--- src/rtl/uart_tx_arbiter.sv ---
// uart_tx_arbiter: shares one UART TX engine between NREQ requesters, one byte per grant.
// Latency: tx_load/ack one cycle after the IDLE cycle that sees tx_rdy=1 and a request; done when the engine returns ready.
// Backpressure: no grant while tx_rdy=0; requesters hold req until ack, no request is dropped.
// Build option: define UART_TX_ARB_FIXED_PRIO_EN for fixed lowest-index priority instead of round-robin.

module uart_tx_arbiter #(
   parameter int DATA_W = 8,
   parameter int NREQ   = 4
) (
   input  logic                   clk,
   input  logic                   reset,
   input  logic [NREQ-1:0]        req,
   input  logic [NREQ*DATA_W-1:0] req_data,
   input  logic                   tx_rdy,
   output logic                   tx_load,
   output logic [DATA_W-1:0]      tx_data,
   output logic [NREQ-1:0]        ack,
   output logic [NREQ-1:0]        done,
   output logic                   busy,
   output logic [1:0]             owner
);

   typedef enum logic [1:0] {
      IDLE      = 2'd0,
      LOAD      = 2'd1,
      WAIT_BUSY = 2'd2,
      WAIT_DONE = 2'd3
   } state_t;

   state_t              state;
   state_t              state_nxt;

   // Arbitration result for the current cycle; only consumed when IDLE accepts.
   logic                grant_vld;
   logic [1:0]          grant_idx;
   logic [DATA_W-1:0]   grant_dat;
   logic                sel;

`ifndef UART_TX_ARB_FIXED_PRIO_EN
   logic [1:0]          rr_ptr;
   logic [1:0]          rr_cand;
`endif

`ifdef UART_TX_ARB_FIXED_PRIO_EN
   // Fixed priority: lowest requesting index wins.
   always_comb begin
      grant_vld = 1'b0;
      grant_idx = '0;
      for (int i = 0; i < NREQ; i++) begin
         if (!grant_vld && req[i]) begin
            grant_vld = 1'b1;
            grant_idx = 2'(i);
         end
      end
   end
`else
   // Round-robin: scan upward from rr_ptr; the 2-bit add wraps 3 -> 0 for NREQ=4.
   always_comb begin
      grant_vld = 1'b0;
      grant_idx = '0;
      rr_cand   = '0;
      for (int i = 0; i < NREQ; i++) begin
         rr_cand = rr_ptr + 2'(i);
         if (!grant_vld && req[rr_cand]) begin
            grant_vld = 1'b1;
            grant_idx = rr_cand;
         end
      end
   end
`endif

   // Pick the winner's byte out of the packed request data bus.
   always_comb begin
      grant_dat = '0;
      for (int i = 0; i < NREQ; i++) begin
         if (grant_idx == 2'(i)) begin
            grant_dat = req_data[i*DATA_W +: DATA_W];
         end
      end
   end

   // State register; reset aborts any transfer in flight without a done pulse.
   always_ff @(posedge clk or negedge reset) begin
      if (!reset) begin
         state <= IDLE;
      end else begin
         state <= state_nxt;
      end
   end

   // Next state and strobes; done is issued in the WAIT_DONE cycle that sees the engine ready.
   always_comb begin
      state_nxt = state;
      tx_load   = 1'b0;
      ack       = '0;
      done      = '0;
      busy      = (state != IDLE);
      sel       = 1'b0;
      case (state)
         IDLE: begin
            if (tx_rdy && grant_vld) begin
               sel       = 1'b1;
               state_nxt = LOAD;
            end
         end
         LOAD: begin
            tx_load    = 1'b1;
            ack[owner] = 1'b1;
            state_nxt  = WAIT_BUSY;
         end
         WAIT_BUSY: begin
            if (!tx_rdy) begin
               state_nxt = WAIT_DONE;
            end
         end
         WAIT_DONE: begin
            if (tx_rdy) begin
               done[owner] = 1'b1;
               state_nxt   = IDLE;
            end
         end
         default: begin
            state_nxt = IDLE;
         end
      endcase
   end

   // Capture winner index and byte at selection so later req/req_data changes cannot disturb the transfer.
   always_ff @(posedge clk or negedge reset) begin
      if (!reset) begin
         owner   <= '0;
         tx_data <= '0;
      end else if (sel) begin
         owner   <= grant_idx;
         tx_data <= grant_dat;
      end
   end

`ifndef UART_TX_ARB_FIXED_PRIO_EN
   // Advance the round-robin pointer past the winner while its byte is being loaded.
   always_ff @(posedge clk or negedge reset) begin
      if (!reset) begin
         rr_ptr <= '0;
      end else if (state == LOAD) begin
         rr_ptr <= owner + 2'd1;
      end
   end
`endif

endmodule

--- config.mk ---
export PLATFORM = sky130hd
export DESIGN_NAME = uart_tx_arbiter
export DESIGN_NICKNAME = d
export VERILOG_FILES = /design/src/rtl/uart_tx_arbiter.sv
export SDC_FILE = /design/constraint.sdc
export NUM_CORES = 1
export LEC_CHECK = 0
export BUFFER_PORTS_ARGS = -buffer_cell sky130_fd_sc_hd__buf_2
export CORE_MARGIN = 2
export CORE_UTILIZATION = 45
export CTS_CLUSTER_DIAMETER = 100
export DETAILED_ROUTE_END_ITERATION = 8
export PLACE_DENSITY = 0.8
export SYNTH_ARGS = -nofsm -noshare
export SYNTH_HDL_FRONTEND = slang
export SYNTH_SLANG_ARGS = --single-unit
export TNS_END_PERCENT = 20
--- constraint.sdc ---
create_clock -name clk -period 3.3 [get_ports clk]
set_clock_uncertainty 0.2 [all_clocks]
set_input_delay 0.66 -clock clk [delete_from_list [all_inputs] [get_ports clk]]
set_output_delay 0.66 -clock clk [all_outputs]
set_load 0.03 [all_outputs]
Yosys cells after proc, flatten, opt, wreduce, memory -nomap -nowiden
Cells that the tools add are included.

cells by class
  equal/unequal tests = 9
  magnitude comparators = 6
  reduce and logical (&&, ||, !) cells = 12
  mux-type cells = 32
  add/sub/neg operators = 4

operators by type and width
  operator               number
  $mux W8                4
  $lt A2 B3 Y1 const B   5
  $mux W2                7
  $mux W1                12
  $mux W4                3
  $bmux W1 S2            4
  $eq A2 B2 Y1 const B   4
  $pmux W2 S4            1
  $ne A2 B2 Y1 const B   3
  $logic_and A1 B1 Y1    5
  $add A2 B1 Y2 const B  2
  $add A2 B2 Y2 const B  2
  $eq A2 B1 Y1 const B   2
  $logic_not A2 Y1       2
  $logic_not A1 Y1       3
  $reduce_and A3 Y1      1
  $demux W1 S2           1
  $ge A2 B1 Y1 const B   1
  $reduce_bool A2 Y1     1

word-level totals
  bits in registers = 14
  bits of input ports = 39
  logic and storage cells = 67
  output and inout port bits = 20

Logic depth before layout (Yosys ltp)
  depth in word-level cells = 17
  gate-level depth with buffers = 7
  mapped depth without buffers = 7

Worst setup path after synthesis
OpenSTA, ideal clock, no wires.

  kind = flip-flop to output port
  start = register state[1]
  end = output ack[1]
  data arrival time = 1.272 ns
  required time = 2.440 ns
  stages on the path, launching flop included = 4
  path buffers = 0
  slack = 1.168 ns
  cell sequence = dfrtp_1 -> inv_1 -> ha_1 -> and2_1

on the way
  cells in the longest elaborated chain, start to end = 2

ends and longest elaborated chain
  what                    line  source
  from (decl)             30    state_t state;
  from (signal assigned)  87    state <= state_nxt;
  $eq A2 B1 Y1            99    case (state)
  $mux W4                 99
  to (decl)               17    output logic [NREQ-1:0] ack,

No other way between the ends.

Worst setup path after layout
  start = register state[1]
  end = register tx_data[2]

on the way
  cells in the longest elaborated chain, start to end = 2

ends and longest elaborated chain
  what                  line  source
  $logic_not A2 Y1      99
  $mux W1               99
  to (signal assigned)  135   tx_data <= grant_dat;
  to (decl)             16    output logic [DATA_W-1:0] tx_data,

No other way between the ends.
A chain may end at the register's enable or synchronous reset.

==> flow_metrics.tcl <==
set metrics [dict create \
    grt_usage_pct 20.99 \
    hold_slack_ps 63.49 \
    wirelength_um 2678 \
    ys_warn_count 0 \
    synth_area_per_cell_um2 9.942 \
    ant_nets 0 \
    path_buf_inv 2 \
    synth-seq-area-share_pct 31.75 \
    hpwl_um 2167 \
    hold_viol 0 \
    multi_input_area_um2 708.2 \
    vias 1070 \
    cts-htree-levels 1 \
    relSlewSlack_pct 44.49 \
    path_class "flip-flop to flip-flop" \
    yosys-top-cells-area "dfrtp_1 32%, ha_1 10%, mux2i_1 8.2%" \
    io_pins 59 \
    required_ps 3250 \
    initial_core_util_pct 48.49 \
    ys_types 32 \
    num_rows 17 \
    synth_cells 111 \
    p_per_area_mw_per_mm2 831.0 \
    setup_tns_ps 0 \
    peakVddDrop_mv 0.4851 \
    port_buffers 58 \
    synthFlopType "dfrtp_1" \
    worstPathMaxFanout 13 \
    setup.worst_path.start_class "flip-flop" \
    leakage_nw 0.7672 \
    holdCritPathClass "primary input to async pin" \
    drtIter0Drc 19 \
    path_clk_slew_ps 90 \
    worst_path_max_delay_cell "nor2_1" \
    drive_gt1_share_pct 42.69 \
    setup_viol 0 \
    fp.coreArea_mm2 0.002276 \
    synth-edff-count 0 \
    clk_latency_ps 280 \
    place.gp.congestion 0.8741 \
    cp_top_family "simple AND/OR/NAND/NOR gates" \
    grt_max_degree 17 \
    drc 0 \
    grt_overflow 0 \
    die_x_um 53.52 \
    die-area_mm2 0.002864 \
    critPathCaptureType "flip-flop" \
    post_cts.repair.setup_buffers 0 \
    ys_async_sr_fraction_pct 100.0 \
    yosysTopAreaCellShare_pct 31.75 \
    cts_sinks 14 \
    dieHeight_um 53.52 \
    seqCellArea_um2 350.3 \
    tightestPinTransition_ps 829.6 \
    max_stage_delay_ps 650 \
    crit_arrival_ps 2570 \
    grt_pass1_wl_um 4381 \
    fill_cells 211 \
    finalMaxSlewViolations 0 \
    antenna_found_initial 0 \
    grt_pass1_vias 1021 \
    crit_chain "inv_1, ha_1, inv_1, nor2_1, nand4b_2, a221oi_1, a211oi_1" \
    cts_made_buffers 3 \
    cts_tree "built" \
    post_cts_resized 0 \
    synth-seq-cells 14 \
    antenna_cells 0 \
    synth_nets 159 \
    nNetsFinal 220 \
    grt_setup_unrepaired "false" \
    synthToLayoutAreaGrowth_pct 31.07 \
    root_buffer "clkbuf_4" \
    clockBufferDepth 2 \
    routed_via_density 5.377 \
    synthesis.area_mm2 0.001104 \
    dr.pass1.iters 4 \
    fmaxAchievable_mhz 383.0 \
    yosys.area.top_type "dfrtp_1" \
    min_period_ps 2611 \
    max_cap_viol_count 0 \
    finalCritPeriodShare_pct 79.13 \
    hold_buffers 0 \
    wl_per_cell_um 13.46 \
    status "finished, final reports clean" \
    cpMostUsedCell "inv_1" \
]
## routing by layer
metal	wire [um]	GRT usage, %
met1	1131	24.96
met2	1318	38.89
met3	209	3.390
met4	19	5.128
met5	0	0
## cell usage in the layout (no fill, tap or decap), types with 2 or more instances in the layout
master	count
dfrtp_1	14
inv_1	7
a221oi_1	6
nand2_1	2
ha_1	9
a221oi_2	3
o21ai_1	6
a211oi_1	8
mux2i_1	9
clkbuf_4	3
nor2_1	11
buf_2	58
and2_1	12
and3_1	4
## cell families after synthesis
group	synth area share (%)
DFF	31.75
AOI/OAI and AO/OA	22.68
muxes	10.20
adders and majority gates	10.20
and+or+nand+nor	21.09
buffers and inverters	4.081
## cells in the mapped netlist, types with 2 or more instances
cell type and number:
a221oi_1 6, nand2_1 2, and3_1 4, ha_1 9, inv_1 7, nor2_1 11
o21ai_1 6, a211oi_1 8, mux2i_1 9, a221oi_2 3, and2_1 12, dfrtp_1 14
## registers in the layout, indices dropped and copies added (netlist names)
register,cells
owner,2
state,2
tx_data,8
rr_ptr,2
## report_power, final
part / leakage (nW) / switching, W / internal, W / total, W
registers: 0.160 / 0.0000645 / 0.000258 / 0.000322
logic: 0.586 / 0.000487 / 0.000267 / 0.000755
clock network: 0.0210 / 0.0000581 / 0.0000670 / 0.000125
## path summary, 6_finish.rpt
kind,depth (start not counted),slack [ps],end,from
min reg2reg,1,350,rr_ptr[0]$_DFFE_PN0P_,owner[0]$_DFFE_PN0P_
max,7,690,tx_data[2]$_DFFE_PN0P_,state[1]$_DFFE_PN0P_
min in group clk,1,350,rr_ptr[0]$_DFFE_PN0P_,owner[0]$_DFFE_PN0P_
max reg2reg,7,690,tx_data[2]$_DFFE_PN0P_,state[1]$_DFFE_PN0P_
max in group asynchronous,1,2590,tx_data[1]$_DFFE_PN0P_,reset
min,1,60,owner[1]$_DFFE_PN0P_,reset
## metrics by stage
step | worst slack (ps) | utilization (%) | power (W) | cells | cell area (um^2)
2_1_floorplan | 1168 | - | 0.0008944 | 111 | 1104
3_3_place_gp | 701.2 | 61.96 | 0.001062 | 195 | 1410
3_5_place_dp | 547.4 | 61.96 | 0.001088 | 195 | 1410
4_1_cts | 681.6 | 63.55 | 0.001212 | 199 | 1446
5_1_grt | 461.2 | 63.55 | 0.001301 | 199 | 1446
6_report | 688.8 | 63.55 | 0.001202 | 199 | 1446
## layout make-up
cell class | instances | share of cell area (%)
sequential | 14 | 24.22
clock buffer | 4 | 2.509
timing repair buffer | 58 | 20.07
multi-input combinational | 88 | 48.96
tap | 28 | 2.422
inverter | 7 | 1.817
(Power assumes the default switching activity.)
